`src/rtl/transc_pipe_pkg.sv`:
```
// rtl/transc_pipe_pkg.sv - shared constants and Hsu chroma mean/ratio LUT functions
package transc_pipe_pkg;

  localparam int K_L_DEFAULT = 125;
  localparam int K_H_DEFAULT = 188;
  localparam int Y_MIN       = 16;
  localparam int Y_MAX       = 235;

  localparam int MEAN_KH_CR  = 154;
  localparam int MEAN_KH_CB  = 108;

  // Cluster-centre offsets from MEAN_KH, reached at Ymin (low) and Ymax (high)
  localparam int MEAN_DLO_CR = -10;
  localparam int MEAN_DHI_CR = 22;
  localparam int MEAN_DLO_CB = 10;
  localparam int MEAN_DHI_CB = 10;

  // Cluster widths in hundredths: nominal, at Ymin, at Ymax
  localparam int W_CR  = 3876;
  localparam int WL_CR = 2000;
  localparam int WH_CR = 1000;
  localparam int W_CB  = 4697;
  localparam int WL_CB = 2300;
  localparam int WH_CB = 1400;

  function automatic int div_round(input int num, input int den);
    if (num >= 0) return (num + den / 2) / den;
    return -((-num + den / 2) / den);
  endfunction

  function automatic int clamp_y(input int y_in);
    if (y_in < Y_MIN) return Y_MIN;
    if (y_in > Y_MAX) return Y_MAX;
    return y_in;
  endfunction

  function automatic int mean_fp(input logic cb, input int y_in, input int kl,
                                 input int kh, input int frac);
    int y;
    int one;
    int base;
    int dlo;
    int dhi;
    y    = clamp_y(y_in);
    one  = 1 << frac;
    base = cb ? MEAN_KH_CB : MEAN_KH_CR;
    dlo  = cb ? MEAN_DLO_CB : MEAN_DLO_CR;
    dhi  = cb ? MEAN_DHI_CB : MEAN_DHI_CR;
    if (y < kl) return base * one + div_round((kl - y) * dlo * one, kl - Y_MIN);
    if (y > kh) return base * one + div_round((y - kh) * dhi * one, Y_MAX - kh);
    return base * one;
  endfunction

  function automatic int ratio_fp(input logic cb, input int y_in, input int kl,
                                  input int kh, input int frac);
    int y;
    int one;
    int wc;
    int wl;
    int wh;
    y   = clamp_y(y_in);
    one = 1 << frac;
    wc  = cb ? W_CB : W_CR;
    wl  = cb ? WL_CB : WL_CR;
    wh  = cb ? WH_CB : WH_CR;
    if (y < kl)
      return div_round(wc * one * (kl - Y_MIN), wl * (kl - Y_MIN) + (y - Y_MIN) * (wc - wl));
    if (y > kh)
      return div_round(wc * one * (Y_MAX - kh), wh * (Y_MAX - kh) + (Y_MAX - y) * (wc - wh));
    return one;
  endfunction

endpackage

```
`src/rtl/transc_pipe_fp_mult.sv`:
```
// rtl/transc_pipe_fp_mult.sv - signed fixed-point multiply, product shifted right by FRAC
module fp_mult #(
  parameter int WIDTH = 16,
  parameter int FRAC  = 6
) (
  input  logic signed [WIDTH-1:0] a,
  input  logic signed [WIDTH-1:0] b,
  output logic signed [WIDTH-1:0] p
);

  logic signed [2*WIDTH-1:0] a_x;
  logic signed [2*WIDTH-1:0] b_x;
  logic signed [2*WIDTH-1:0] full;

  assign a_x  = {{WIDTH{a[WIDTH-1]}}, a};
  assign b_x  = {{WIDTH{b[WIDTH-1]}}, b};
  assign full = a_x * b_x;
  assign p    = WIDTH'(full >>> FRAC);

endmodule

```
`src/rtl/transc_pipe.sv`:
```
// rtl/transc_pipe.sv - 5-stage Hsu nonlinear chroma transform with luma bypass window
module transc_pipe
  import transc_pipe_pkg::*;
#(
  parameter int FP_WIDTH  = 16,
  parameter int FRAC_BITS = 6,
  parameter int OUT_WIDTH = 8,
  parameter int K_L       = K_L_DEFAULT,
  parameter int K_H       = K_H_DEFAULT
) (
  input  logic                 clk,
  input  logic                 rst,
  input  logic                 in_valid,
  output logic                 in_ready,
  input  logic                 sel_cb,
  input  logic [7:0]           y,
  input  logic [7:0]           c,
  output logic                 out_valid,
  input  logic                 out_ready,
  output logic [OUT_WIDTH-1:0] out_c,
  output logic                 out_sel_cb
);

  typedef logic signed [FP_WIDTH-1:0] fp_t;

  localparam fp_t MEAN_KH_CR_FP = fp_t'(MEAN_KH_CR << FRAC_BITS);
  localparam fp_t MEAN_KH_CB_FP = fp_t'(MEAN_KH_CB << FRAC_BITS);
  localparam fp_t SAT_MAX       = fp_t'((1 << OUT_WIDTH) - 1);

  // Index 0 = Cr, 1 = Cb; tables fold to constants at elaboration
  fp_t mean_rom  [2][256];
  fp_t ratio_rom [2][256];

  for (genvar ch = 0; ch < 2; ch++) begin : g_ch
    for (genvar yi = 0; yi < 256; yi++) begin : g_y
      assign mean_rom[ch][yi]  = fp_t'(mean_fp(ch == 1, yi, K_L, K_H, FRAC_BITS));
      assign ratio_rom[ch][yi] = fp_t'(ratio_fp(ch == 1, yi, K_L, K_H, FRAC_BITS));
    end
  end

  logic adv;
  assign adv      = out_ready || !out_valid;
  assign in_ready = adv;

  int   y_int;
  logic in_byp;
  assign y_int  = int'(y);
  assign in_byp = (y_int >= K_L) && (y_int <= K_H);

  // Sideband shift chain, index = stage number
  logic [4:1] vld;
  logic [4:1] sel_q;
  logic [4:1] byp_q;
  logic [7:0] c_q [1:4];

  fp_t mean1;
  fp_t ratio1;
  fp_t d2;
  fp_t ratio2;
  fp_t m3;
  fp_t a4;
  fp_t prod;

  fp_mult #(
    .WIDTH (FP_WIDTH),
    .FRAC  (FRAC_BITS)
  ) u_fp_mult (
    .a (d2),
    .b (ratio2),
    .p (prod)
  );

  fp_t                 a_floor;
  logic [OUT_WIDTH-1:0] sat;

  assign a_floor = a4 >>> FRAC_BITS;

  always_comb begin
    if (a4[FP_WIDTH-1])
      sat = '0;
    else if (a_floor > SAT_MAX)
      sat = '1;
    else
      sat = a_floor[OUT_WIDTH-1:0];
  end

  always_ff @(posedge clk) begin
    if (rst) begin
      vld        <= '0;
      out_valid  <= 1'b0;
      out_c      <= '0;
      out_sel_cb <= 1'b0;
    end else if (adv) begin
      vld        <= {vld[3:1], in_valid};
      out_valid  <= vld[4];
      out_c      <= byp_q[4] ? OUT_WIDTH'(c_q[4]) : sat;
      out_sel_cb <= sel_q[4];
    end
  end

  always_ff @(posedge clk) begin
    if (adv) begin
      sel_q  <= {sel_q[3:1], sel_cb};
      byp_q  <= {byp_q[3:1], in_byp};
      c_q[1] <= c;
      for (int i = 2; i <= 4; i++) c_q[i] <= c_q[i-1];

      mean1  <= mean_rom[sel_cb][y];
      ratio1 <= ratio_rom[sel_cb][y];
      d2     <= (fp_t'(c_q[1]) <<< FRAC_BITS) - mean1;
      ratio2 <= ratio1;
      m3     <= prod;
      a4     <= m3 + (sel_q[3] ? MEAN_KH_CB_FP : MEAN_KH_CR_FP);
    end
  end

endmodule

```
`config.mk`:
```
export PLATFORM = sky130hd
export DESIGN_NAME = transc_pipe
export DESIGN_NICKNAME = d
export VERILOG_FILES = /design/src/rtl/transc_pipe_pkg.sv /design/src/rtl/transc_pipe_fp_mult.sv /design/src/rtl/transc_pipe.sv
export SDC_FILE = /design/constraint.sdc
export NUM_CORES = 1
export LEC_CHECK = 0
export CAP_MARGIN = 20
export CORE_ASPECT_RATIO = 0.7
export CORE_MARGIN = 4
export CORE_UTILIZATION = 49
export CTS_CLUSTER_DIAMETER = 150
export DETAILED_ROUTE_END_ITERATION = 12
export MAX_ROUTING_LAYER = met4
export PLACE_DENSITY = 0.61
export SYNTH_ARGS = -nofsm -noshare
export SYNTH_HDL_FRONTEND = slang
export SYNTH_SLANG_ARGS = --single-unit
```
`constraint.sdc`:
```
create_clock -name clk -period 6.7 [get_ports clk]
set_clock_uncertainty 0.1 [all_clocks]
set_input_delay 1.34 -clock clk [delete_from_list [all_inputs] [get_ports clk]]
set_output_delay 1.34 -clock clk [all_outputs]
set_load 0.005 [all_outputs]
```
==> metrics.md <==
| Metric | Value |
|---|---|
| Share of the yosys chip area belonging to registers | 24.9% |
| Crit path capture type | flip-flop |
| Pre-antenna DRT Iters | 7 |
| CTS tree | built |
| Initial Util | 49.7% |
| Final std cells w/o fill | 1956 |
| Clock Root Buffer | clkbuf_16 |
| Top cells by count, synth | 141 x nand2_1, 135 x inv_1, 121 x nor2_1, 115 x o21ai_0, 114 x a21oi_1 |
| Core box area | 27800 um^2 |
| Most common cell in the netlist | nand2_1 |
| Initial antenna violation count | 1 |
| Ports | 32 |
| Post-CTS setup buffer count | 0 |
| Skew-Pair Late Insertion Delay | 0.41 ns |
| Synth Instances | 1591 |
| Die area | 30900 um^2 |
| Synth Flop Type | edfxtp_1 |
| Period Utilization, post-route | 90.9% |
| First-pass GRT wire length | 80800 um |
| Post-route ant nets | 0 |
| Synth top area share | 22.9% |
| Final net count | 1789 |
| Synth top area cells | edfxtp_1 23%, fa_1 14%, ha_1 9.4% |
| Max clock buf depth | 2 |
| Synth cell types | 79 |
| Post-cts resize count | 0 |
| Critical path class | flip-flop to flip-flop |
| Die width | 209 um |
| Syn Nets | 1810 |
| Starting DRT DRC Count | 2144 |
| Fraction of layout cells with a size suffix above 1 | 7.33% |
| Total GRT Usage | 35.7% |
| Cell row count | 51 |
| Crit start category | flip-flop |
| Pleak | 0.00614 uW |
| Worst VDD drop | 0.571 mV |
| Ys async rst share | 0% |
| Largest area contributor in the netlist | edfxtp_1 |
| Vias in the first global route | 12100 |
| Final min period | 6.09 ns |
| PortBufs | 31 |
| Post-Synthesis Cell Area | 13800 um^2 |
| Max H-tree Level | 4 |
| EDFF count, synth | 105 |
| Worst Max-Slew Pin Slew | 1.13 ns |
| Slew Limit Fails | 0 |
| CP Data Required Time | 6.74 ns |
| Filler cell count | 2567 |
| Synthesis-to-layout area growth | 8.14% |
| Clk sinks | 119 |
| Pwr dens | 471 nW/um^2 |
| Final hold violations | 0 |
| Final Hold Slack | 0.308 ns |
| CTS buffer count | 17 |
| Via density | 6.68 |
| Syn. warnings | 0 |
| Chip Height | 148 um |
| Final setup fails | 0 |
| Drt drc | 0 |
| WL final | 54800 um |
| FMAX | 164 MHz |
| Mapped Avg Cell Area | 8.67 um^2 |
| Worst slew margin | 24.7% |
| TNS Setup | 0 ns |
| Routability congestion estimate from global placement | 1.10 |
| Largest net degree at the start of global routing | 176 |
| CTS Hold Bufs | 0 |
| Max-cap violations | 0 |
| Status | complete, no violations |
| DP HPWL | 40400 um |
| Crit path DAT | 6.13 ns |
| Hold WC Path Type | flip-flop to flip-flop |
| RSZ-0062 raised after global routing | false |
| Reg clk slew, reported paths | 0.07 ns |
| Wire per inst | 28.0 um |
| Max FO, Critical Path | 17 |
| Grt total ovfl | 0 |
| Placed insts | 1921 |
| Via count | 13100 |
| Flip-flop and latch count after synthesis | 119 |
-- cells in the final DEF (no fill, tap or decap), types with 8 or more instances in the layout --
cell and count:
xor2_1 8, o21ai_0 115, o31ai_1 12, nand2_1 141, o311ai_0 21, xnor2_1 33
a21o_1 8, edfxtp_1 105, nand3_1 18, mux4_2 8, dfxtp_1 14, a21oi_1 114
nand2b_1 19, nor3_1 35, a311oi_1 14, nor2b_1 21, a211oi_1 25, o221ai_1 13
nor2_1 120, inv_1 134, fa_1 94, mux2i_1 10, clkdlybuf4s50_1 26, buf_4 44
o211ai_1 24, and2_1 108, a221oi_1 8, clkbuf_16 18, a31oi_1 29, ha_1 104
-- per-layer routing --
metal	up-vias	global-route usage (%)	wire length, um
met5	-	-	0
met4	0	6.89	1220
met3	115	15.1	9030
met2	983	43.2	19900
met1	6355	54.5	24700
li1	5609	-	-
-- stage by stage --
stage	power, uW	util, %	worst slack [ns]	area, um^2
after floorplan	4730	-	0.675	13800
after global placement	5880	51.6	0.798	14300
after detailed placement	6050	51.6	0.686	14300
after CTS	6990	53.6	0.667	14900
after global routing	7740	53.7	0.352	14900
final	7030	53.7	0.611	14900
-- state kept, by name, summed over array words and instances (netlist names), 8 cells and up --
| name | flops |
|---|---|
| a4 | 10 |
| c_q | 32 |
| d2 | 16 |
| m3 | 10 |
| mean1 | 13 |
| out_c | 8 |
| ratio1 | 8 |
| ratio2 | 8 |
-- cell families after synthesis --
logic type | Yosys count | share of synthesized area [%]
and+or+nand+nor | 504 | 17.9
muxes | 22 | 2.36
AOI/OAI and AO/OA | 454 | 21.3
adders and majority gates | 198 | 23.1
buffers and inverters | 253 | 7.81
xor gates and xnor gates | 41 | 2.60
DFF | 119 | 24.9
-- critical path: stages (launching register included) --
cell	delay (ns)
edfxtp_1	0.64
and2_1	0.29
fa_1	0.56
fa_1	0.43
ha_1	0.21
fa_1	0.47
fa_1	0.57
fa_1	0.42
ha_1	0.33
a2111oi_0	0.39
o21ai_0	0.18
a22oi_2	0.46
o21ai_1	0.22
a31o_2	0.31
a21oi_1	0.17
xnor2_1	0.09
-- path summary, 6_finish.rpt --
| check | slack [ns] | to | depth (start not counted) | start |
|---|---|---|---|---|
| max | 0.61 | m3[14] | 15 | ratio2[4] |
| min | 0.31 | byp_q[3] | 0 | byp_q[2] |
| max reg2reg | 0.61 | m3[14] | 15 | ratio2[4] |
| min reg2reg | 0.31 | byp_q[3] | 0 | byp_q[2] |
-- final cells by class --
cell class | instances | area (um^2) | area share (%)
clock buffer | 19 | 454 | 3.05
tap | 371 | 464 | 3.11
inverter | 138 | 520 | 3.49
clock inverter | 13 | 93.8 | 0.629
multi-input combinational | 1219 | 9290 | 62.3
sequential | 119 | 3430 | 23.0
timing repair buffer | 75 | 653 | 4.38
antenna | 2 | 5.00 | 0.0336
-- power by group --
group,internal (uW),switching [uW]
Sequential,1150,158
Clock,499,345
Combinational,2030,2840
Note: power is estimated with default switching activity, not from simulation.
